===== src/rtl/morse_pkg.sv =====
// Shared types and constants for the Morse keyer decoder and its lookup table.
package morse_pkg;

    typedef enum logic [1:0] {
        StIdle,
        StMark,
        StGap,
        StWordWait
    } state_e;

    localparam int unsigned DashThDefault   = 2;
    localparam int unsigned LetterThDefault = 2;
    localparam int unsigned WordThDefault   = 5;

    localparam logic [7:0] AsciiSpace = 8'h20;
    localparam logic [7:0] AsciiErr   = 8'h3F;

    localparam logic ElemDot  = 1'b0;
    localparam logic ElemDash = 1'b1;

    localparam logic [2:0] MaxElems = 3'd5;

    // value bit i holds element i in send order
    typedef struct packed {
        logic [2:0] len;
        logic [4:0] value;
    } letter_t;

endpackage


===== src/rtl/morse_lookup.sv =====
// Combinational {len, value} to ASCII for A-Z and 0-9; unknown patterns give '?'.
module morse_lookup
    import morse_pkg::*;
(
    input  letter_t    letter_i,
    output logic [6:0] ascii_o
);

    always_comb begin
        ascii_o = AsciiErr[6:0];
        case (letter_i)
            {3'd2, 5'd2}:  ascii_o = 7'h41; // A .-
            {3'd4, 5'd1}:  ascii_o = 7'h42; // B -...
            {3'd4, 5'd5}:  ascii_o = 7'h43; // C -.-.
            {3'd3, 5'd1}:  ascii_o = 7'h44; // D -..
            {3'd1, 5'd0}:  ascii_o = 7'h45; // E .
            {3'd4, 5'd4}:  ascii_o = 7'h46; // F ..-.
            {3'd3, 5'd3}:  ascii_o = 7'h47; // G --.
            {3'd4, 5'd0}:  ascii_o = 7'h48; // H ....
            {3'd2, 5'd0}:  ascii_o = 7'h49; // I ..
            {3'd4, 5'd14}: ascii_o = 7'h4A; // J .---
            {3'd3, 5'd5}:  ascii_o = 7'h4B; // K -.-
            {3'd4, 5'd2}:  ascii_o = 7'h4C; // L .-..
            {3'd2, 5'd3}:  ascii_o = 7'h4D; // M --
            {3'd2, 5'd1}:  ascii_o = 7'h4E; // N -.
            {3'd3, 5'd7}:  ascii_o = 7'h4F; // O ---
            {3'd4, 5'd6}:  ascii_o = 7'h50; // P .--.
            {3'd4, 5'd11}: ascii_o = 7'h51; // Q --.-
            {3'd3, 5'd2}:  ascii_o = 7'h52; // R .-.
            {3'd3, 5'd0}:  ascii_o = 7'h53; // S ...
            {3'd1, 5'd1}:  ascii_o = 7'h54; // T -
            {3'd3, 5'd4}:  ascii_o = 7'h55; // U ..-
            {3'd4, 5'd8}:  ascii_o = 7'h56; // V ...-
            {3'd3, 5'd6}:  ascii_o = 7'h57; // W .--
            {3'd4, 5'd9}:  ascii_o = 7'h58; // X -..-
            {3'd4, 5'd13}: ascii_o = 7'h59; // Y -.--
            {3'd4, 5'd3}:  ascii_o = 7'h5A; // Z --..
            {3'd5, 5'd31}: ascii_o = 7'h30; // 0 -----
            {3'd5, 5'd30}: ascii_o = 7'h31; // 1 .----
            {3'd5, 5'd28}: ascii_o = 7'h32; // 2 ..---
            {3'd5, 5'd24}: ascii_o = 7'h33; // 3 ...--
            {3'd5, 5'd16}: ascii_o = 7'h34; // 4 ....-
            {3'd5, 5'd0}:  ascii_o = 7'h35; // 5 .....
            {3'd5, 5'd1}:  ascii_o = 7'h36; // 6 -....
            {3'd5, 5'd3}:  ascii_o = 7'h37; // 7 --...
            {3'd5, 5'd7}:  ascii_o = 7'h38; // 8 ---..
            {3'd5, 5'd15}: ascii_o = 7'h39; // 9 ----.
            default:       ascii_o = AsciiErr[6:0];
        endcase
    end

endmodule


===== src/rtl/morse_keyer_decoder.sv =====
// Hand-key Morse decoder: sync, debounce, unit timing, letter assembly, ASCII strobes.
// Optional sidetone output (debounced key level) when MORSE_SIDETONE_EN is defined.
module morse_keyer_decoder
    import morse_pkg::*;
#(
    parameter int unsigned CLK_UNITS       = 2_400_000,
    parameter int unsigned DEBOUNCE_CYCLES = 240_000,
    parameter int unsigned DASH_TH         = DashThDefault,
    parameter int unsigned LETTER_TH       = LetterThDefault,
    parameter int unsigned WORD_TH         = WordThDefault
) (
    input  logic       clk_24,
    input  logic       rst,
    input  logic       key_in,
    output logic       char_valid,
    output logic [7:0] char_data,
    output logic       busy
`ifdef MORSE_SIDETONE_EN
    ,
    output logic       sidetone
`endif
);

    localparam int unsigned CycW = (CLK_UNITS > 1) ? $clog2(CLK_UNITS) : 1;
    localparam int unsigned DbW  = (DEBOUNCE_CYCLES > 1) ? $clog2(DEBOUNCE_CYCLES) : 1;
    localparam logic [CycW-1:0] CycLast  = CycW'(CLK_UNITS - 1);
    localparam logic [DbW-1:0]  DbLast   = DbW'(DEBOUNCE_CYCLES - 1);
    localparam logic [2:0]      DashThU  = 3'(DASH_TH);
    localparam logic [2:0]      LetterTh = 3'(LETTER_TH);
    localparam logic [2:0]      WordTh   = 3'(WORD_TH);

    logic [1:0]      sync_q, sync_d;
    logic [DbW-1:0]  db_cnt_q, db_cnt_d;
    logic            key_db_q, key_db_d;
    logic [CycW-1:0] cyc_q, cyc_d;
    logic [2:0]      units_q, units_d;
    state_e          state_q, state_d;
    letter_t         letter_q, letter_d;
    logic            err_q, err_d;
    logic            char_valid_q, char_valid_d;
    logic [7:0]      char_data_q, char_data_d;
    logic            busy_q, busy_d;

    logic       db_flip, key_press, key_release, unit_wrap;
    logic [2:0] units_now;
    logic [6:0] lookup_ascii;

    morse_lookup u_lookup (
        .letter_i (letter_q),
        .ascii_o  (lookup_ascii)
    );

    always_comb begin
        sync_d   = {sync_q[0], key_in};
        db_cnt_d = '0;
        key_db_d = key_db_q;
        db_flip  = 1'b0;
        if (sync_q[1] != key_db_q) begin
            if (db_cnt_q == DbLast) begin
                db_flip  = 1'b1;
                key_db_d = sync_q[1];
            end else begin
                db_cnt_d = db_cnt_q + 1'b1;
            end
        end
        key_press   = db_flip & sync_q[1];
        key_release = db_flip & ~sync_q[1];
    end

    // units_now counts a unit completing in this very cycle, so an exact N-unit mark reads N
    always_comb begin
        unit_wrap = (cyc_q == CycLast);
        units_now = (unit_wrap && units_q != 3'd7) ? units_q + 3'd1 : units_q;
        if (db_flip) begin
            cyc_d   = '0;
            units_d = '0;
        end else if (unit_wrap) begin
            cyc_d   = '0;
            units_d = units_now;
        end else begin
            cyc_d   = cyc_q + 1'b1;
            units_d = units_q;
        end
    end

    always_comb begin
        state_d      = state_q;
        letter_d     = letter_q;
        err_d        = err_q;
        char_valid_d = 1'b0;
        char_data_d  = char_data_q;
        unique case (state_q)
            StIdle: begin
                if (key_press) begin
                    state_d  = StMark;
                    letter_d = '0;
                    err_d    = 1'b0;
                end
            end
            StMark: begin
                if (key_release) begin
                    if (letter_q.len == MaxElems) begin
                        err_d = 1'b1;
                    end else begin
                        letter_d.value[letter_q.len] = (units_now >= DashThU) ? ElemDash : ElemDot;
                        letter_d.len = letter_q.len + 3'd1;
                    end
                    state_d = StGap;
                end
            end
            StGap: begin
                if (key_press) begin
                    state_d = StMark;
                end else if (units_q >= LetterTh) begin
                    char_valid_d = 1'b1;
                    char_data_d  = err_q ? AsciiErr : {1'b0, lookup_ascii};
                    state_d      = StWordWait;
                end
            end
            StWordWait: begin
                if (key_press) begin
                    state_d  = StMark;
                    letter_d = '0;
                    err_d    = 1'b0;
                end else if (units_q >= WordTh) begin
                    char_valid_d = 1'b1;
                    char_data_d  = AsciiSpace;
                    state_d      = StIdle;
                end
            end
            default: state_d = StIdle;
        endcase
        busy_d = (state_d == StMark) || (state_d == StGap);
    end

    always_ff @(posedge clk_24) begin
        if (rst) begin
            sync_q       <= '0;
            db_cnt_q     <= '0;
            key_db_q     <= 1'b0;
            cyc_q        <= '0;
            units_q      <= '0;
            state_q      <= StIdle;
            letter_q     <= '0;
            err_q        <= 1'b0;
            char_valid_q <= 1'b0;
            char_data_q  <= '0;
            busy_q       <= 1'b0;
        end else begin
            sync_q       <= sync_d;
            db_cnt_q     <= db_cnt_d;
            key_db_q     <= key_db_d;
            cyc_q        <= cyc_d;
            units_q      <= units_d;
            state_q      <= state_d;
            letter_q     <= letter_d;
            err_q        <= err_d;
            char_valid_q <= char_valid_d;
            char_data_q  <= char_data_d;
            busy_q       <= busy_d;
        end
    end

    assign char_valid = char_valid_q;
    assign char_data  = char_data_q;
    assign busy       = busy_q;
`ifdef MORSE_SIDETONE_EN
    assign sidetone   = key_db_q;
`endif

endmodule


===== config.mk =====
export PLATFORM = sky130hd
export DESIGN_NAME = morse_keyer_decoder
export DESIGN_NICKNAME = d
export VERILOG_FILES = /design/src/rtl/morse_pkg.sv /design/src/rtl/morse_lookup.sv /design/src/rtl/morse_keyer_decoder.sv
export SDC_FILE = /design/constraint.sdc
export NUM_CORES = 1
export LEC_CHECK = 0
export BUFFER_PORTS_ARGS = -buffer_cell sky130_fd_sc_hd__buf_2
export CAP_MARGIN = 15
export CELL_PAD_IN_SITES_DETAIL_PLACEMENT = 1
export CELL_PAD_IN_SITES_GLOBAL_PLACEMENT = 1
export CORE_MARGIN = 5
export CORE_UTILIZATION = 40
export DETAILED_ROUTE_END_ITERATION = 6
export GPL_TIMING_DRIVEN = 0
export HOLD_SLACK_MARGIN = 0.06
export PLACE_DENSITY = 0.74
export RECOVER_POWER = 25
export SYNTH_ARGS = -nofsm -noshare
export SYNTH_HDL_FRONTEND = slang
export SYNTH_SLANG_ARGS = --single-unit

===== constraint.sdc =====
create_clock -name clk_24 -period 2.4 [get_ports clk_24]
set_input_delay 0.48 -clock clk_24 [delete_from_list [all_inputs] [get_ports clk_24]]
set_output_delay 0.48 -clock clk_24 [all_outputs]
set_load 0.005 [all_outputs]

---- Word-level counts from Yosys, hierarchy flattened ----
Cells that the tools add are included.
storage, ports and cells
  memory bits (writable) .................. 0
  latch bits .............................. 0
  memories kept ........................... 0
  memory bits (read-only) ................. 0
  bits of input ports ..................... 3
  output and inout port bits .............. 10
  register bits after elaboration ......... 67
cells by class
  reduce and logical (&&, ||, !) cells .... 14
  mux-type cells .......................... 34
  bitwise operators ....................... 4
  shifts and indexed selects .............. 0
  add/subtract/negate cells ............... 4
  multipliers ............................. 0
  div/mod/pow operators ................... 0
  $lt $le $gt $ge ......................... 5
  equal/unequal tests ..................... 54
operator list
  cell                   number
  $pmux 7 s36            1
  $eq 8x8->1 const B     22
  $eq 8x7->1 const B     12
  $mux 8                 7
  $pmux 8 s2             2
  $add 22x1->22 const B  1
  $eq 22x22->1 const B   1
  $add 18x1->18 const B  1
  $eq 18x18->1 const B   1
  $eq 8x6->1 const B     2
  $ne 2x2->1 const B     7
  $mux 2                 6
  $mux 1                 11
  $pmux 2 s4             1
  $reduce_and 4->1       2
  $mux 7                 1
  $add 3x1->3 const B    2
  $eq 2x2->1 const B     3
  $ge 3x2->1 const B     2
  $reduce_or 3->1        2
  $bwmux 5               1
  $reduce_and 5->1       1
  $eq 2x1->1 const B     2
  $lt 3x4->1 const B     1
  other kinds (17)       23

---- Depth between registers and ports, before layout ----
Gate-level depths: netlist (run 1).
  depth after elaboration ................. 9
  gate-level depth with buffers ........... 9

---- Cells and area by module ----
Synthesis (run 1) repeated with hierarchy kept, for this count alone.
unflattened totals
  cell total of the unflattened synthesis .. 486
  area total of the unflattened synthesis .. 4001.3 um^2
modules (own cells, without submodules)
  module               cells each  sequential area each (um^2)  times used  area an instance (um^2)
  morse_keyer_decoder  361         1321.3                       1           3160.5
  morse_lookup         125         0.0                          1           840.8

---- Least setup slack after synthesis (run 1) ----
OpenSTA, ideal clock, no wires.
  path kind ............................... register -> register
  start point ............................. reg letter_q[6] in the netlist's numbering
  end point ............................... reg letter_q[0] in the netlist's numbering
  slack ................................... 0.354 ns
  setup time .............................. 0.118 ns
  cell stages (with the launch flop) ...... 10
  data arrival time ....................... 1.928 ns
  cell sequence ........................... dfxtp_1 -> buf_2 -> inv_1 -> ha_1 -> and2_1 -> o2bb2ai_1 -> nand3_2 -> or4_1 -> nand3_1 -> o21ai_1
between the ends
  longest elaborated chain between the ends .. 8
RTL lines
  item                                             RTL line                    source
  from (decl)                                      morse_keyer_decoder.sv:38   letter_t letter_q, letter_d;
  from (signal assigned)                           morse_keyer_decoder.sv:156  letter_q <= letter_d;
  $lt 3x4->1 / $ge 3x1->1 (equally long branches)  morse_keyer_decoder.sv:105  letter_d.value[letter_q.len] = (units_now >= DashThU) ? ElemDash : ElemDot;
  $logic_and 1x1->1 (not written as such)          morse_keyer_decoder.sv:105
  $mux 1                                           morse_keyer_decoder.sv:105
  $demux 1 s3                                      morse_keyer_decoder.sv:105
  $bwmux 5                                         morse_keyer_decoder.sv:105
  $mux 8                                           morse_keyer_decoder.sv:102  if (letter_q.len == MaxElems) begin
  $mux 8                                           morse_keyer_decoder.sv:101  if (key_release) begin
  $pmux 8 s2                                       morse_keyer_decoder.sv:92   unique case (state_q)
Several ways; a longest one is shown, not always the timed one. The select of a mux whose other input is x is not followed.
A chain may end at the register's enable or synchronous reset.

---- Worst setup path after layout (run 1) ----
Ends and elaborated chain as after synthesis.

==> impl_metrics.json, run 1 <==
{
  "cts_buffers": 9,
  "grt_start_max_net_pins": 13,
  "place_congestion": 0.897,
  "tightest_slew_ns": 0.697,
  "crit_required_ns": 2.63,
  "die-area_um2": 11600,
  "dp_hpwl_mm": 7.11,
  "numClockSinks": 66,
  "cts.clk_slew.worst_paths_ns": 0.08,
  "drtPass1Iterations": 4,
  "dpl_cell_area_um2": 4020,
  "fp.dieH_um": 108,
  "synth_edf_count": 0,
  "seq_area_frac_synth": 0.347,
  "ir_worst_vdd_uv": 283,
  "reg2reg_to": "letter_q[0]$_SDFFE_PP0P_",
  "synth_warnings": 0,
  "cts_buffer_depth": 2,
  "crit_type": "reg2reg",
  "drv_slew": 0,
  "area_growth_pct": 11.3,
  "skew_ns": 0.00971,
  "fmax_ghz": 0.444,
  "hold_depth": 2,
  "synth_cell_type_count": 72,
  "fin_nets": 490,
  "grt_pass1_wl_mm": 16.8,
  "grt-ovfl-total": 0,
  "ant_nets": 0,
  "totalPowerFinal_mw": 2.04,
  "clock_latency_ns": 0.34,
  "mostFrequentLayoutCells": "nor2_1, dfxtp_1, nand2_1",
  "cp-start-kind": "flop",
  "vias_per_cell": 5.47,
  "slew_headroom": 0.534,
  "fin_crit_sh": 0.938,
  "cts_root_buf": "clkbuf_8",
  "min_delay_worst_endpoint": "sync_q[0]$_SDFF_PP0_",
  "vias": 3334,
  "r2r_cells": 9,
  "syn_avg_cell_area_um2": 8.46,
  "rr_startpoint": "letter_q[6]$_SDFFE_PP0P_",
  "ys_ff_latch": 66,
  "crit_arrival_ns": 2.48,
  "setup_viol": 0,
  "holdBufCountCts": 0,
  "drc": 0,
  "routed_wirelength_mm": 9.56,
  "finalCriticalPeriod_ns": 2.25,
  "drtIter0Drc": 130,
  "synthTopCellsByArea": "dfxtp_1, nor2_1, xor2_1",
  "hold_path.class": "in2reg",
  "io_buffers": 11,
  "initial_core_util": 0.412,
  "yosys.area.top_type": "dfxtp_1",
  "p_leak_nw": 1.50,
  "place_inst": 590,
  "fin_area_um2": 4240,
  "r2r_slack_ns": 0.15,
  "max_cap_violations": 0,
  "htreeDepth": 3,
  "antenna_found_initial": 0,
  "antenna_cells": 0,
  "hold_viol": 0,
  "track_usage": 0.179,
  "powerDensity_nw_per_um2": 482,
  "stdcell_count": 609,
  "drive_gt1_frac": 0.123,
  "synth.net_count": 465,
  "hp-start": "key_in",
  "synth_top_flop_cell": "dfxtp_1",
  "cts_tree": "built",
  "wl_per_cell_um": 15.7,
  "end_kind": "flop",
  "coreArea_um2": 9240,
  "syn_area_um2": 3810,
  "status": "finished clean",
  "final_common_cell": "nor2_1",
  "synth_cells": 450,
  "async_reset_ff_frac": 0,
  "critPathMaxFanout": 10,
  "grt_pass1_vias": 3462,
  "pin_count": 13,
  "fill_cells": 1139,
  "synth_top_area_share": 0.347,
  "die_w_um": 108,
  "num_rows": 35
}
worst max-delay path, cell delays in order (launching register included):
cell	delay [ns]
dfxtp_2	0.41
buf_2	0.24
inv_1	0.08
ha_1	0.20
and2_1	0.16
o2bb2ai_1	0.21
nand3_2	0.19
or4_1	0.48
nand3_1	0.10
o21ai_1	0.07
repair_timing:
action                                 4_1_cts  5_1_grt
endpoints found under the hold margin        0        0
pin swaps                                    0        1
gates resized for setup                      1        3
setup endpoints to repair                    1       42
buffers inserted                             0        3
flip-flops by register name (all words and copies together), names as in the netlist, 2 cells and up:
signal     flops
letter_q       8
units_q        3
state_q        2
sync_q         2
char_data      7
db_cnt_q      18
cyc_q         22
routing by layer:
metal	wire, um	GRT usage	vias up
met5	0	0	-
met4	94	0.0352	0
met3	335	0.0420	9
met2	4560	0.301	49
met1	4570	0.235	1622
li1	-	-	1654
report_power, final:
part           internal (mW)  switching [mW]  total [mW]
combinational         0.0145          0.0299      0.0444
clock                  0.433           0.460       0.893
sequential              1.10         0.00585        1.11
total                   1.55           0.496        2.04
synth_stat cells, drive strengths merged, types with 2 or more instances:
| library cell | n |
|---|---|
| a2111oi | 3 |
| a211oi | 2 |
| a21o | 7 |
| a21oi | 17 |
| a31oi | 3 |
| a41oi | 2 |
| and2 | 2 |
| and3 | 5 |
| and4 | 5 |
| buf | 17 |
| clkbuf | 5 |
| dfxtp | 66 |
| ha | 12 |
| inv | 13 |
| mux2i | 4 |
| nand2 | 29 |
| nand2b | 8 |
| nand3 | 27 |
| nand3b | 4 |
| nand4 | 12 |
| nand4b | 3 |
| nand4bb | 3 |
| nor2 | 75 |
| nor2b | 10 |
| nor3 | 5 |
| nor3b | 5 |
| nor4 | 9 |
| nor4b | 2 |
| o211ai | 2 |
| o21ai | 11 |
| o2bb2ai | 2 |
| o311ai | 2 |
| o31ai | 5 |
| o41ai | 3 |
| or3 | 6 |
| or3b | 2 |
| or4 | 4 |
| or4b | 2 |
| xnor2 | 16 |
| xor2 | 23 |
through the flow:
step	utilization	hold WS [ns]	setup TNS, ns	setup WS [ns]
floorplan	-	0.414	0	0.354
global placement	0.435	0.422	0	0.0456
detailed placement	0.435	0.435	0	0.0146
CTS	0.456	0.343	0	0.0147
global route	0.459	0.339	-0.00951	-0.00951
finish	0.459	0.351	0	0.148
cells by family after synthesis:
group | share of synthesized area
other cells | 0.000985
compound gates | 0.140
mux | 0.0105
simple gates | 0.331
fa+ha+maj | 0.0394
xor+xnor | 0.0897
flops | 0.347
buf+inv | 0.0417
worst max-delay path by stage:
| stage | from | endpoint | slack, ns | depth (start not counted) |
|---|---|---|---|---|
| finish | letter_q[6]$_SDFFE_PP0P_ | letter_q[0]$_SDFFE_PP0P_ | 0.15 | 9 |
| global route | letter_q[6]$_SDFFE_PP0P_ | letter_q[0]$_SDFFE_PP0P_ | -0.01 | 9 |
| CTS | letter_q[3]$_SDFFE_PP0P_ | char_data[4]$_SDFFE_PP0P_ | 0.01 | 7 |
| detailed placement | letter_q[6]$_SDFFE_PP0P_ | letter_q[0]$_SDFFE_PP0P_ | 0.01 | 9 |
| global placement | letter_q[3]$_SDFFE_PP0P_ | char_data[4]$_SDFFE_PP0P_ | 0.05 | 7 |
| floorplan | letter_q[6]$_SDFFE_PP0P_ | letter_q[0]$_SDFFE_PP0P_ | 0.35 | 9 |
cell type report:
cell class                 instances  area [um2]  area share
multi-input combinational        349        2340       0.552
sequential                        66        1320       0.312
tap                              129         161      0.0381
clock buffer                      11         151      0.0357
buffer                            22         110      0.0260
timing repair buffer              14        67.6      0.0159
inverter                          13        48.8      0.0115
clock inverter                     5        36.3     0.00856
(Power assumes the default switching activity.)
==> run 2: changes to the inputs <==
Settings changed: CELL_PAD_IN_SITES_GLOBAL_PLACEMENT 1 to 2, CORE_UTILIZATION 40 to 38, PLACE_DENSITY 0.74 to 0.84.
==> impl_metrics.json, run 2 (same netlist as run 1, synthesis figures left out) <==
{
  "status": "finished clean",
  "powerDensity_nw_per_um2": 492,
  "drtIter0Drc": 139,
  "skew_ns": 0.00487,
  "fin_nets": 492,
  "setup_ws_ns": 0.131,
  "dpl_cell_area_um2": 4030,
  "critPathMaxFanout": 10,
  "largest_registers": "cyc_q: 22 flops, db_cnt_q: 18 flops, letter_q: 8 flops",
  "routed_wirelength_mm": 9.85,
  "cts.clk_slew.worst_paths_ns": 0.07,
  "slew_headroom": 0.516,
  "end_kind": "flop",
  "drv_slew": 0,
  "clock_power_share": 0.452,
  "die_w_um": 110,
  "cts_root_buf": "clkbuf_8",
  "p_leak_nw": 1.52,
  "initial_core_util": 0.390,
  "fin_crit_sh": 0.945,
  "crit_type": "reg2reg",
  "seqPwrFrac": 0.527,
  "place_ws_ns": -0.0228,
  "mostFrequentLayoutCells": "nor2_1, dfxtp_1, nand2_1",
  "htreeDepth": 3,
  "cts_buffers": 9,
  "fmax_ghz": 0.441,
  "regMostFlops": "cyc_q",
  "grt-ovfl-total": 0,
  "finalCriticalPeriod_ns": 2.27,
  "power.switching_uw": 455,
  "drc": 0,
  "drive_gt1_frac": 0.122,
  "combinationalPowerShare": 0.021,
  "wl_per_cell_um": 16.0,
  "totalPowerFinal_mw": 2.10,
  "hold_path.class": "in2reg",
  "fin_area_um2": 4270,
  "clock_latency_ns": 0.34,
  "setup_viol": 0,
  "r2r_slack_ns": 0.13,
  "fp.dieH_um": 110,
  "num_rows": 36,
  "crit_required_ns": 2.63,
  "p_int_mw": 1.65,
  "whs_ns": 0.357,
  "drtPass1Iterations": 4,
  "io_buffers": 11,
  "ir_worst_vdd_uv": 301,
  "place_congestion": 0.911,
  "tightest_slew_ns": 0.725,
  "grt_pass1_wl_mm": 17.1,
  "vias": 3336,
  "area_growth_pct": 12.2,
  "die-area_um2": 12100,
  "vias_per_cell": 5.42,
  "largest_register_ffs": 22,
  "setup_tns_ns": 0,
  "coreArea_um2": 9770,
  "hold_viol": 0,
  "cts_buffer_depth": 2,
  "grt_pass1_vias": 3530,
  "track_usage": 0.180,
  "numClockSinks": 66,
  "pin_count": 13,
  "cts_tree": "built",
  "dp_hpwl_mm": 7.35,
  "antenna_found_initial": 0,
  "grt_start_max_net_pins": 12,
  "ant_nets": 0,
  "antenna_cells": 0,
  "cp-start-kind": "flop",
  "max_cap_violations": 0,
  "p_sw_frac": 0.217,
  "crit_arrival_ns": 2.50,
  "final_common_cell": "nor2_1"
}
-- run 2: path summary, 6_finish.rpt --
check | startpoint | endpoint | cells after the start
worst max-delay path | db_cnt_q[0]$_SDFF_PP0_ | cyc_q[12]$_SDFF_PP0_ | 9
worst min-delay path | key_in | sync_q[0]$_SDFF_PP0_ | 2
worst max register to register | db_cnt_q[0]$_SDFF_PP0_ | cyc_q[12]$_SDFF_PP0_ | 9
worst min register to register | sync_q[0]$_SDFF_PP0_ | sync_q[1]$_SDFF_PP0_ | 1
-- run 2: area by class of cell --
class | count | area [um2]
fillers | 1208 | 5500
multi-input cells | 349 | 2340
clock buffers | 11 | 151
repair buffers | 16 | 80.1
clock inverters | 5 | 52.6
flip-flops and latches | 66 | 1320
plain buffers | 22 | 113
well taps | 133 | 166
inverters | 13 | 48.8
-- run 2: per-layer routing --
| metal | GRT usage | wire [um] |
|---|---|---|
| met5 | 0 | 0 |
| met4 | 0.0853 | 303 |
| met3 | 0.0367 | 333 |
| met2 | 0.295 | 4740 |
| met1 | 0.227 | 4480 |
-- run 2: critical path, cell delays in order (launching register included) --
cell	delay, ns
dfxtp_1	0.40
ha_1	0.23
nand3_2	0.15
nor4_4	0.23
buf_4	0.18
and2_1	0.22
a21o_1	0.26
or2_1	0.17
buf_2	0.24
nor2_1	0.08
-- run 2: timing repair --
action,CTS,global route
pin swaps,1,1
buffers inserted,3,2
hold buffers,0,0
resized for setup,0,5
setup endpoints to repair,20,10
-- run 2: stage by stage --
| step | std cells | util |
|---|---|---|
| after CTS | 613 | 0.435 |
| after floorplan | 450 | - |
| after global placement | 594 | 0.412 |
| after detailed placement | 594 | 0.412 |
| after global routing | 615 | 0.437 |
| final | 615 | 0.437 |
-- run 2: power groups by stage --
stage	logic, mW	registers (mW)	clock network, mW
global route	0.0509	1.11	1.05
detailed placement	0.0450	1.13	0
global placement	0.0438	1.13	0
finish	0.0445	1.11	0.950
floorplan	0.0314	1.13	0
CTS	0.0449	1.11	0.992
